**src/rtl/fft16_addr_ctrl.sv**
```systemverilog
// fft16_addr_ctrl
//   Control and address generator for the in-place radix-2 DIT butterfly
//   datapath of a 2**N_LOG2-point FFT. It walks N_LOG2 stages of N/2
//   butterflies and issues the operand read pair and twiddle index for each
//   butterfly. The write-back addresses are delayed by LATENCY cycles so they
//   line up with the datapath results. After each stage it inserts a
//   LATENCY-cycle drain, so the next stage never reads a result that has not
//   been written yet.
//
// Optional feature macro: FFT16_ADDR_CTRL_BITREV_LOAD_EN
//   When defined, a LOAD state sits between IDLE and READ. In LOAD the block
//   accepts N input samples and issues their bit-reversed RAM addresses.
//   When undefined, the RAM must be preloaded in bit-reversed order.
//
// Ports
//   i_clk, i_rst       clock; synchronous active-high reset
//   i_start            start one transform (sampled in IDLE only)
//   i_stall            hold read issue (READ only)
//   o_busy / o_done    busy in LOAD/READ/DRAIN; one-cycle completion pulse
//   o_stage            current stage (0 in IDLE/DONE)
//   o_rd_valid         read pair valid this cycle
//   o_rd_addr_a/_b     top/bottom operand addresses
//   o_tw_idx           twiddle ROM index
//   o_wr_en            write both results this cycle
//   o_wr_addr_a/_b     read addresses delayed LATENCY cycles
//   i_in_valid         (load feature) input sample valid
//   o_ld_en/o_ld_addr  (load feature) sample write enable / bit-reversed addr
module fft16_addr_ctrl #(
  parameter int unsigned N_LOG2  = 4,
  parameter int unsigned LATENCY = 3
) (
  input  logic              i_clk,
  input  logic              i_rst,
  input  logic              i_start,
  input  logic              i_stall,
`ifdef FFT16_ADDR_CTRL_BITREV_LOAD_EN
  input  logic              i_in_valid,
  output logic              o_ld_en,
  output logic [N_LOG2-1:0] o_ld_addr,
`endif
  output logic              o_busy,
  output logic              o_done,
  output logic [N_LOG2-1:0] o_stage,
  output logic              o_rd_valid,
  output logic [N_LOG2-1:0] o_rd_addr_a,
  output logic [N_LOG2-1:0] o_rd_addr_b,
  output logic [N_LOG2-2:0] o_tw_idx,
  output logic              o_wr_en,
  output logic [N_LOG2-1:0] o_wr_addr_a,
  output logic [N_LOG2-1:0] o_wr_addr_b
);

  typedef enum logic [2:0] {S_IDLE, S_LOAD, S_READ, S_DRAIN, S_DONE} state_t;

  localparam logic [N_LOG2-1:0] SLAST  = N_LOG2'(N_LOG2 - 1);
  localparam logic [3:0]        DLAST  = 4'(LATENCY - 1);
  localparam logic [N_LOG2-1:0] S_ONE  = N_LOG2'(1);
  localparam logic [N_LOG2-2:0] K_ONE  = (N_LOG2-1)'(1);

  state_t            r_state;
  logic [N_LOG2-1:0] r_s;
  logic [N_LOG2-2:0] r_k;
  logic [3:0]        r_dcnt;

  logic              r_pv [LATENCY];
  logic [N_LOG2-1:0] r_pa [LATENCY];
  logic [N_LOG2-1:0] r_pb [LATENCY];

  logic              w_in_read;
  logic              w_rd_valid;
  logic [N_LOG2-2:0] w_mask;
  logic [N_LOG2-2:0] w_pos;
  logic [N_LOG2-2:0] w_grp;
  logic [N_LOG2-2:0] w_tw;
  logic [N_LOG2-1:0] w_span;
  logic [N_LOG2-1:0] w_addr_a;
  logic [N_LOG2-1:0] w_addr_b;

`ifdef FFT16_ADDR_CTRL_BITREV_LOAD_EN
  logic [N_LOG2-1:0] r_ld_cnt;

  function automatic logic [N_LOG2-1:0] f_bitrev(input logic [N_LOG2-1:0] v);
    for (int unsigned i = 0; i < N_LOG2; i++) f_bitrev[i] = v[N_LOG2-1-i];
  endfunction

  assign o_ld_en   = (r_state == S_LOAD) && i_in_valid;
  assign o_ld_addr = (r_state == S_LOAD) ? f_bitrev(r_ld_cnt) : '0;
`endif

  // Butterfly k of stage s: pos = k mod span, grp = k / span.
  // addr_a = grp*2*span + pos. The mask keeps pos within N_LOG2-1 bits,
  // including the last stage, where span itself needs N_LOG2 bits.
  always_comb begin
    w_mask   = ~({(N_LOG2-1){1'b1}} << r_s);
    w_pos    = r_k & w_mask;
    w_grp    = r_k >> r_s;
    w_tw     = w_pos << (SLAST - r_s);
    w_span   = S_ONE << r_s;
    w_addr_a = ({w_grp, 1'b0} << r_s) | {1'b0, w_pos};
    w_addr_b = w_addr_a | w_span;
  end

  assign w_in_read   = (r_state == S_READ);
  assign w_rd_valid  = w_in_read && !i_stall;
  assign o_rd_valid  = w_rd_valid;
  assign o_rd_addr_a = w_in_read ? w_addr_a : '0;
  assign o_rd_addr_b = w_in_read ? w_addr_b : '0;
  assign o_tw_idx    = w_in_read ? w_tw : '0;
  assign o_busy      = (r_state == S_LOAD) || w_in_read || (r_state == S_DRAIN);
  assign o_done      = (r_state == S_DONE);
  assign o_stage     = r_s;
  assign o_wr_en     = r_pv[LATENCY-1];
  assign o_wr_addr_a = r_pa[LATENCY-1];
  assign o_wr_addr_b = r_pb[LATENCY-1];

  always_ff @(posedge i_clk) begin
    if (i_rst) begin
      r_state <= S_IDLE;
      r_s     <= '0;
      r_k     <= '0;
      r_dcnt  <= '0;
`ifdef FFT16_ADDR_CTRL_BITREV_LOAD_EN
      r_ld_cnt <= '0;
`endif
      for (int unsigned i = 0; i < LATENCY; i++) begin
        r_pv[i] <= 1'b0;
        r_pa[i] <= '0;
        r_pb[i] <= '0;
      end
    end else begin
      // The write pipeline advances every cycle, so stalls never hold back
      // results that are already in flight.
      r_pv[0] <= w_rd_valid;
      r_pa[0] <= w_in_read ? w_addr_a : '0;
      r_pb[0] <= w_in_read ? w_addr_b : '0;
      for (int unsigned i = 1; i < LATENCY; i++) begin
        r_pv[i] <= r_pv[i-1];
        r_pa[i] <= r_pa[i-1];
        r_pb[i] <= r_pb[i-1];
      end

      case (r_state)
        S_IDLE: begin
          if (i_start) begin
            r_s <= '0;
            r_k <= '0;
`ifdef FFT16_ADDR_CTRL_BITREV_LOAD_EN
            r_ld_cnt <= '0;
            r_state  <= S_LOAD;
`else
            r_state  <= S_READ;
`endif
          end
        end
`ifdef FFT16_ADDR_CTRL_BITREV_LOAD_EN
        S_LOAD: begin
          if (i_in_valid) begin
            r_ld_cnt <= r_ld_cnt + S_ONE;
            if (r_ld_cnt == '1) r_state <= S_READ;
          end
        end
`endif
        S_READ: begin
          if (!i_stall) begin
            r_k <= r_k + K_ONE;
            if (r_k == '1) begin
              r_dcnt  <= '0;
              r_state <= S_DRAIN;
            end
          end
        end
        S_DRAIN: begin
          r_dcnt <= r_dcnt + 4'd1;
          if (r_dcnt == DLAST) begin
            r_k <= '0;
            if (r_s == SLAST) begin
              r_s     <= '0;
              r_state <= S_DONE;
            end else begin
              r_s     <= r_s + S_ONE;
              r_state <= S_READ;
            end
          end
        end
        S_DONE:  r_state <= S_IDLE;
        default: r_state <= S_IDLE;
      endcase
    end
  end

endmodule
```
**config.mk**
```make
export PLATFORM = sky130hd
export DESIGN_NAME = fft16_addr_ctrl
export DESIGN_NICKNAME = d
export VERILOG_FILES = /design/src/rtl/fft16_addr_ctrl.sv
export SDC_FILE = /design/constraint.sdc
export NUM_CORES = 1
export LEC_CHECK = 0
export CORE_ASPECT_RATIO = 0.6
export CORE_UTILIZATION = 40
export DETAILED_ROUTE_END_ITERATION = 7
export HOLD_SLACK_MARGIN = 0.12
export PLACE_DENSITY = 0.66
export SYNTH_ARGS = -nofsm -noshare
export SYNTH_HDL_FRONTEND = slang
export SYNTH_SLANG_ARGS = --single-unit
```
**constraint.sdc**
```tcl
create_clock -name i_clk -period 1.5 [get_ports i_clk]
set_input_delay 0.3 -clock i_clk [delete_from_list [all_inputs] [get_ports i_clk]]
set_output_delay 0.3 -clock i_clk [all_outputs]
set_load 0.03 [all_outputs]
```
==> results.py <==
metrics = {
    "outcome": {
        "run_status": "finished, violations left",
        "failing_checks": "negative setup slack",
    },
    "yosys": {
        "mappedNetlistArea_mm2": 0.00176,
        "largest_cells_by_area_after_synthesis": "sky130_fd_sc_hd__dfxtp_1, sky130_fd_sc_hd__nor2b_1, sky130_fd_sc_hd__nor2_1",
        "yosysWarningCount": 0,
        "async_reset_ff_frac": 0,
        "postSynthNetCount": 196,
        "synthDominantCellAreaShare": 0.467,
        "mean_cell_area_of_the_mapped_netlist_um2": 9.45,
        "ys_dominant_reg_cell": "sky130_fd_sc_hd__dfxtp_1",
        "yosys.area_share.simple": 0.277,
        "synth.largest_area_cell": "sky130_fd_sc_hd__dfxtp_1",
        "synth_unique_cells": 44,
        "synth-edff-count": 0,
        "post_synth_fa_ha_maj_area_fraction": 0.0427,
        "main_combinational_cell_family_by_area_after_synthesis": "simple AND/OR/NAND/NOR gates",
        "mux_share_of_post_synthesis_cell_area": 0.0114,
        "synth-seq-area-share": 0.467,
        "synth_seq_cells": 41,
        "synth_xor_area_frac": 0.00996,
        "fraction_of_the_mapped_netlist_area_in_compound_gates": 0.116,
        "syn_inst": 186,
    },
    "routing": {
        "met1Wirelength_mm": 2.23,
        "drt-wirelength-per-cell_um": 14.9,
        "drc_markers": 0,
        "first_iter_violations": 48,
        "routed-via-count": 1597,
        "drt-total-wl_mm": 4.73,
        "highest-signal-layer": "met4",
        "via_to_cell_ratio": 5.04,
        "drt-pass1-iter-count": 4,
        "antenna_violating_nets_post_route": 0,
        "wl_met3_um": 256,
        "wl_met2_mm": 2.16,
    },
    "pwr": {
        "worst_vdd_rail_ir_drop_v": 0.000401,
        "ratio_of_total_power_to_cell_area_mw_per_mm2": 730,
        "power_leakage_nw": 1.22,
    },
    "global_route": {
        "first_global_vias": 1473,
        "grt_first_pass_wirelength_mm": 7.13,
        "pin_count_of_the_biggest_net_entering_global_routing": 23,
        "grt_remaining_overflow": 0,
        "gr-usage-all-layers": 0.206,
        "antenna_found_initial": 0,
    },
    "sta": {
        "max_transition_viols_final": 0,
        "max-slew-margin-rel": 0.784,
        "tightest_slew_ps": 324,
        "grt_setup_unrepaired": "true",
        "setup_viol_count_final": 12,
        "total_count_of_hold_check_failures_in_the_final_report": 0,
        "finClkSkew_ps": 1.78,
        "period_minus_slack_ps": 1860,
        "achievable-frequency_mhz": 538,
        "fin_ws_ps": -358,
        "share_of_the_clock_period_used_by_the_worst_path_after_layout": 1.24,
    },
    "critical_path": {
        "r2r-start": "o_stage[1]",
        "critPathArrivalTime_ps": 1560,
        "cp_slowest_cell": "sky130_fd_sc_hd__dfxtp_4",
        "startpoint_type_of_the_worst_setup_path": "register",
        "regToRegSetupSlack_ps": 0,
        "timing.critical_path.cells": "nor3_4 -> a222oi_1 -> buf_4 -> nor2_4 -> buf_6",
        "regToRegEndpoint": "r_pa[0][1]",
        "crit_path_max_incr_delay_ps": 390,
        "reg2regPathDepth": 6,
        "cp-startpoint": "o_stage[1]",
        "category_of_the_most_critical_setup_path": "register to primary output",
        "cp_top_family": "simple AND/OR/NAND/NOR gates",
        "timing.critical_path.required_ps": 1200,
        "critical_path.endpoint_type": "primary output",
        "critical_path.max_fanout": 8,
        "cp_num_buf_inv": 2,
    },
    "clock_tree": {
        "clk_latency_ps": 290,
        "clockBufferDepth": 2,
        "cts_made_buffers": 5,
        "clock_tree.root_cell": "sky130_fd_sc_hd__clkbuf_8",
        "cts_sinks": 41,
        "tritoncts": "yes",
        "worst_setup_hold_path_clk_slew_ps": 70,
        "hold_buffers": 0,
        "cts_htree_levels": 2,
    },
    "run": {
        "cap_viol_max_count": 0,
    },
    "die": {
        "io-pin-count": 31,
        "design.die.area_mm2": 0.00467,
        "die_w_um": 87.6,
        "initial_utilization": 0.422,
        "die-height_um": 53.4,
        "standard_cell_rows": 18,
        "fp.coreArea_mm2": 0.00417,
    },
    "hold_path": {
        "hold_path.class": "register to register",
        "hold_path_end": "r_pb[0][7]",
        "hold_start": "r_pb[0][3]",
        "hold-path-cell-count": 1,
    },
    "cells_and_area": {
        "finalNetCount": 267,
        "num-fill-cells": 285,
        "mostFrequentLayoutCells": "sky130_fd_sc_hd__buf_4, sky130_fd_sc_hd__dfxtp_1, sky130_fd_sc_hd__nor2b_1, sky130_fd_sc_hd__buf_6",
        "post-route-cell-area_mm2": 0.00284,
        "final-instance-count-excl-fill": 317,
        "layout.cells.most_common": "sky130_fd_sc_hd__buf_4",
        "area_overhead_vs_synth_pct": 61.5,
        "ant_diodes": 0,
        "drive_above_1_share": 0.502,
        "fin_util": 0.681,
    },
    "placement": {
        "dpl_cell_area_mm2": 0.00235,
        "place.gp.congestion": 0.892,
        "dpl.cell_count": 294,
        "dp_hpwl_mm": 3.01,
        "portBuffers": 30,
    },
}
[area by class of cell]
| cell class | instances | area, µm² | area share |
|---|---|---|---|
| timing repair buffer | 81 | 729 | 0.257 |
| sequential | 41 | 840 | 0.296 |
| multi-input combinational | 122 | 1080 | 0.380 |
| clock inverter | 1 | 6.26 | 0.00220 |
| inverter | 6 | 27.5 | 0.00970 |
| tap | 60 | 75.1 | 0.0264 |
| clock buffer | 6 | 82.6 | 0.0291 |
[flip-flops by register name, summed over array words and instances, names as in the netlist]
signal,cells
r_pv,3
r_dcnt,4
r_k,3
r_pa,12
r_pb,12
r_state,3
o_stage,4
[per-layer routing]
layer  GRT usage  up-vias
met4      0.0656        0
met2       0.311       56
met3      0.0608       11
li1            -      768
met1       0.282      762
met5           0        -
[where the power goes]
part | total (W) | switching, W | internal [W]
sequential | 0.00110 | 0.00000727 | 0.00110
clock | 0.000720 | 0.000355 | 0.000364
combinational | 0.000251 | 0.000129 | 0.000122
[synthesized netlist by cell type (2+ instances only)]
cell,number
sky130_fd_sc_hd__buf_2,2
sky130_fd_sc_hd__nand2b_1,4
sky130_fd_sc_hd__buf_6,2
sky130_fd_sc_hd__o211ai_1,2
sky130_fd_sc_hd__ha_1,6
sky130_fd_sc_hd__nor2_1,21
sky130_fd_sc_hd__mux2i_1,2
sky130_fd_sc_hd__buf_4,8
sky130_fd_sc_hd__a2111oi_0,2
sky130_fd_sc_hd__nor3b_1,2
sky130_fd_sc_hd__a21oi_1,4
sky130_fd_sc_hd__dfxtp_1,41
sky130_fd_sc_hd__and3_1,2
sky130_fd_sc_hd__nand3_1,5
sky130_fd_sc_hd__xor2_1,2
sky130_fd_sc_hd__clkbuf_1,3
sky130_fd_sc_hd__o21ai_1,4
sky130_fd_sc_hd__nor3_1,10
sky130_fd_sc_hd__and2_1,4
sky130_fd_sc_hd__nand2_1,7
sky130_fd_sc_hd__nor4_1,3
sky130_fd_sc_hd__inv_1,6
sky130_fd_sc_hd__buf_1,2
sky130_fd_sc_hd__nor2b_1,21
sky130_fd_sc_hd__o21ai_0,2
[worst max path at each step]
stage	end	slack [ps]	cells after the start
6_report	o_rd_addr_b[2]	-360	5
5_1_grt	o_rd_addr_b[2]	-420	5
2_1_floorplan	o_rd_addr_b[2]	-120	4
3_5_place_dp	r_k[0]	-180	6
3_3_place_gp	r_k[0]	-100	6
4_1_cts	o_tw_idx[0]	-330	5
[worst register-to-register path, delay by kind of cell, from the launching register on]
| family | cells | cell delay [ps] |
|---|---|---|
| flip-flops | 1 | 390 |
| buffers and inverters | 3 | 330 |
| multiplexers | 1 | 320 |
| AND/OR/NAND/NOR | 2 | 360 |
[metrics by stage]
step / worst slack, ps / TNS, ps / hold slack [ps] / total power [W]
CTS: -328 / -3150 / 439 / 0.00206
finish: -358 / -3410 / 438 / 0.00207
detailed placement: -177 / -1270 / 424 / 0.00131
global route: -418 / -4420 / 451 / 0.00216
floorplan: -118 / -627 / 414 / 0.00124
global placement: -98.8 / -692 / 416 / 0.00131
[kinds of logic (layout without fill, tap and decap cells)]
group,Yosys count,in the layout
fa+ha+maj,6,6
simple gates,86,86
buf+inv,23,94
flops,41,41
compound gates,26,26
mux,2,2
xor+xnor,2,2
[what timing repair did]
action,4_1_cts,5_1_grt
endpoints found under the setup margin,33,24
pin swaps,12,13
buffers inserted,12,9
gates cloned,0,0
resized for setup,61,27
Note: power is estimated with default switching activity, not from simulation.
==> patch 1 (config.mk and constraints unchanged) <==
Reset style: asynchronous (`i_rst`), changed in one clocked block. Comments in the files are not updated.
--- a/src/rtl/fft16_addr_ctrl.sv
+++ b/src/rtl/fft16_addr_ctrl.sv
@@ -115,3 +115,3 @@
 
-  always_ff @(posedge i_clk) begin
+  always_ff @(posedge i_clk or posedge i_rst) begin
     if (i_rst) begin
Check against the original RTL: differs if i_rst is asserted again (counterexample within 4 cycles, from zero or initial values and one cycle with i_rst high); with i_rst held inactive, the same outputs for 10 cycles.
==> patch 1 against the original RTL <==
The flow still finishes with violations (setup timing). Utilization rose by 3.7 points. Wire length down 14%. Sequential cell count unchanged. Register-to-register slack worse by 140 ps. Cell area decreased by 2.6%. Setup slack got worse by 190 ps. Critical path depth did not move. Die area is 3.5% lower. Synthesized area decreased by 3.6%. Sequential share of layout area is 7.7 points higher.
Power is left out: it rests on default switching activity, and per cell area and clock period it moved more than threefold.
==> patch 1: results (changes against the original RTL) <==
----------------------------------------------------
[Timing]
  Pin slew with the least headroom to its limit ... 314 ps (was 324 ps)
  Time the final worst path needs with I/O delays and setup ... 2050 ps (was 1860 ps)
  Setup TNS Final ... -6600 ps (was -3410 ps)
  Worst clock skew ... 4.27 ps (was 1.78 ps)
  Worst-case setup margin in the final layout ... -547 ps (was -358 ps)
  Count of final setup violators ... 22 (was 12)

[Clock network]
  Setup fix buffers added after clock tree synthesis ... 4 (was 12)
  Quantity of gates resized following cts ... 39 (was 61)
  Clock transition at the registers of the reported paths ... about 80 ps

[Yosys]
  Cells taking the most area after synthesis ... dfrtp_1 61%, nor2_1 4.7%, ha_1 4.4%, buf_4 4.0%, o21ai_0 3.0% (was dfxtp_1 47%, nor2b_1 7.5%, nor2_1 4.5%, ha_1 4.3%, buf_4 3.4%)
  Library cell with the largest summed area after synthesis ... dfrtp_1 (was dfxtp_1)
  Complex-gate fraction of the synthesized area ... 0.0968 (was 0.116)
  XOR/XNOR share of the synthesized area ... 0 (was 0.00996)
  Most frequent cells after synthesis ... 41 x dfrtp_1, 21 x nor2_1, 11 x nand2_1 (was 41 x dfxtp_1, 21 x nor2_1, 21 x nor2b_1)
  Number of nets in the synthesized netlist ... 162 (was 196)
  Multiplexer share of the synthesized area ... 0.0133 (was 0.0114)
  Synthesis Warnings ... 0 (unchanged)
  Synth cell types ... 34 (was 44)
  Adder and majority cell fraction of the synthesized area ... 0.0443 (was 0.0427)

[Global route]
  Pin count of the biggest net entering global routing ... 42 (was 23)
  Antenna violations before repair ... 0 (unchanged)
  Vias in the first global route ... 1243 (was 1473)
  GRT Resource Usage Total ... 0.173 (was 0.206)

[Placed design]
  Post-Place Cell Area ... 2350 µm² (about the same)
  Placed cell count ... 265 (was 294)
  Detailed-placement wirelength estimate ... 2530 µm (was 3010 µm)
  Place WS ... -316 ps (was -177 ps)
  Routability Congestion ... 0.784 (was 0.892)

[Worst setup path]
  Slowest library cell on the worst path ... dfrtp_1 (was dfxtp_4)
  Worst-path maximum fanout ... 3 (was 8)
  Arrival time worst endpoint ... 1750 ps (was 1560 ps)

[Detailed routing]
  Initial DRC Count ... 45 (was 48)
  Number of search-and-repair iterations in the first detailed-routing pass ... 4 (unchanged)
  Detailed route wirelength on metal2 ... 2040 µm (was 2160 µm)
  M1 wire length ... 1850 µm (was 2230 µm)
  Final wirelength ... 4050 µm (was 4730 µm)
  Via count ... 1386 (was 1597)

[Status]
  Violations in the final reports ... setup timing (unchanged)
  Run status ... finished, violations left (unchanged)

[Final layout]
  Finished layout cell area ... 2770 µm² (was 2840 µm²)
  Non-filler cells in the finished layout ... 283 (was 317)
  Largest registers in the final layout ... r_pa (8), r_pb (8) (was r_pa (12), r_pb (12))
  Fillers ... 256 (was 285)
  Nets@finish ... 235 (was 267)
  Ratio of cells with drive above 1 in the final layout ... 0.535 (was 0.502)

----------------------------------------------------
## patch 1: cell types whose count changed after synthesis, sizes merged, moves of 3 or more
cell	change
nand2b	-3
nand2	+5
nor2b	-19
dfrtp	+41
o21ai	+6
nor3	-10
or3	+3
buf	-5
dfxtp	-41
a21oi	+5
## patch 1: kinds of logic (layout without fill, tap and decap cells)
| group | Yosys count | after routing |
|---|---|---|
| flip-flops | 41 | 41 |
| multiplexers | 2 | 2 |
| buffers and inverters | 17 | 91 |
| AO/OA/AOI/OAI | 28 | 28 |
| AND/OR/NAND/NOR | 58 | 58 |
| adder cells (fa/ha/maj) | 6 | 6 |
## patch 1: final timing paths
check                                       start                endpoint  slack [ps]  cells after the start
hold reg to reg                 r_pv[1]$_DFF_PP0_       o_wr_en$_DFF_PP0_         350                      0
setup reg to reg            r_dcnt[0]$_DFFE_PP0P_      r_k[0]$_DFFE_PP0P_        -140                      6
hold / removal                  r_pv[1]$_DFF_PP0_       o_wr_en$_DFF_PP0_         350                      0
min in group asynchronous                   i_rst   r_dcnt[3]$_DFFE_PP0P_         370                      3
setup / recovery           r_state[2]$_DFFE_PP0P_             o_tw_idx[1]        -550                      5
max in group asynchronous                   i_rst  o_stage[3]$_DFFE_PP0P_         920                      3
## patch 1: final cells by class
| type | instances | area share |
|---|---|---|
| Tap cell | 57 | 0.0258 |
| Multi-Input combinational cell | 94 | 0.293 |
| Clock buffer | 6 | 0.0299 |
| Clock inverter | 2 | 0.0136 |
| Timing Repair Buffer | 78 | 0.257 |
| Inverter | 5 | 0.00769 |
| Sequential cell | 41 | 0.373 |
## patch 1: layer usage
layer	vias to the layer above	global-route usage
met5	-	0
met4	0	0.0417
met3	2	0.0488
met2	39	0.269
met1	691	0.242
li1	654	-
==> patch 2 (same settings) <==
Made on the original files. The option `FFT16_ADDR_CTRL_BITREV_LOAD_EN` is turned on by a define.
--- a/src/rtl/fft16_addr_ctrl.sv
+++ b/src/rtl/fft16_addr_ctrl.sv
@@ -27,2 +27,4 @@
 //   o_ld_en/o_ld_addr  (load feature) sample write enable / bit-reversed addr
+`define FFT16_ADDR_CTRL_BITREV_LOAD_EN
+
 module fft16_addr_ctrl #(
Interface: changed (added i_in_valid, o_ld_addr and o_ld_en); port bits go from 31 to 37. The function was not compared with the original's and may differ.
==> patch 2 against the original RTL <==
First-iteration DRC count up 69%. Setup slack worse by 75 ps. Critical path type unchanged. Wire length up 42%. The run still ends with setup timing left. Utilization up 11 points. Sequential share of layout area down 5.0 points. Cell area up 33%. Synthesized area up 18%. Global-route usage up 2.7 points. Sequential cell count up 4.
Power is not compared: it rests on default switching activity, and its combinational part moved more than twofold at a synthesized area within 25%.
==> patch 2: results (changes against the original RTL) <==
----------------------------------------------------
[Status]
  Run status ... finished, violations left (unchanged)
  Violations in the final reports ... setup timing (unchanged)

[Global route]
  Met2 Usage GRT ... 0.368 (was 0.311)
  Met3 global-route usage ... 0.0577 (was 0.0608)
  Pin count of the biggest net entering global routing ... 16 (was 23)
  Vias in the first global route ... 2013 (was 1473)
  GRT Resource Usage Total ... 0.233 (was 0.206)

[Placed design]
  Detailed-placement wirelength estimate ... 3840 µm (was 3010 µm)

[Timing]
  Pin slew with the least headroom to its limit ... 380 ps (was 324 ps)
  Worst-case setup margin in the final layout ... -434 ps (was -358 ps)
  Count of final setup violators ... 31 (was 12)
  Worst clock skew ... 5.64 ps (was 1.78 ps)

[Yosys]
  Multiplexer share of the synthesized area ... 0.0331 (was 0.0114)
  Adder and majority cell fraction of the synthesized area ... 0.0422 (was 0.0427)
  Complex-gate fraction of the synthesized area ... 0.116 (about the same)
  Most frequent cells after synthesis ... 45 x dfxtp_1, 23 x nor2b_1, 21 x nor2_1 (was 41 x dfxtp_1, 21 x nor2_1, 21 x nor2b_1)

[Worst setup path]
  Slowest library cell on the worst path ... or3_4 (was dfxtp_4)
  Arrival time worst endpoint ... 1630 ps (was 1560 ps)
  Worst-path maximum fanout ... 2 (was 8)
  Reg2reg path depth ... 11 (was 6)

[Final layout]
  Fillers ... 312 (was 285)
  Nets@finish ... 363 (was 267)

[Detailed routing]
  Detail-routed via count per cell ... 5.17 (was 5.04)
  Met3 WL ... 394 µm (was 256 µm)
  Drt wl/cell ... 16.2 µm (was 14.9 µm)
  Detailed route wirelength on metal2 ... 3160 µm (was 2160 µm)

[Power and ir drop]
  Design Power ... approximately 3.9 mW

----------------------------------------------------
-- patch 2: changes by cell type after synthesis, sizes merged, moves of 5 or more --
cell	unedited run	this run
or3	0	5
clkbuf	3	10
o21ai	6	13
and2	4	11
a21oi	4	19
-- patch 2: area by class of cell --
cell class | instances | area (µm²) | share of cell area
Inverter | 4 | 15.0 | 0.00397
Sequential cell | 45 | 930 | 0.246
Clock inverter | 2 | 12.5 | 0.00331
Multi-Input combinational cell | 167 | 1490 | 0.393
Timing Repair Buffer | 128 | 1180 | 0.314
Tap cell | 63 | 78.8 | 0.0209
Clock buffer | 6 | 72.6 | 0.0192
-- patch 2: worst min path at each step --
stage,startpoint,endpoint,slack (ps),cells past startpoint
2_1_floorplan,i_stall,r_pv[0][0]$_SDFF_PP0_,380,1
3_3_place_gp,r_pa[0][4]$_SDFF_PP0_,r_pa[0][8]$_SDFF_PP0_,420,1
3_5_place_dp,r_pv[0][0]$_SDFF_PP0_,r_pv[0][1]$_SDFF_PP0_,420,1
4_1_cts,i_stall,r_pv[0][0]$_SDFF_PP0_,420,2
5_1_grt,i_stall,r_pv[0][0]$_SDFF_PP0_,440,2
6_report,r_pb[0][2]$_SDFF_PP0_,r_pb[0][6]$_SDFF_PP0_,440,1
-- patch 2: metrics by stage --
| step | util | cell area [µm²] | setup TNS [ps] | hold WS (ps) | worst slack [ps] |
|---|---|---|---|---|---|
| finish | 0.791 | 3780 | -7470 | 439 | -434 |
| global route | 0.791 | 3780 | -8710 | 437 | -473 |
| CTS | 0.748 | 3570 | -6080 | 420 | -463 |
| detailed placement | 0.632 | 3020 | -4820 | 420 | -427 |
| global placement | 0.632 | 3020 | -4390 | 416 | -396 |
| floorplan | - | 2300 | -1610 | 379 | -217 |
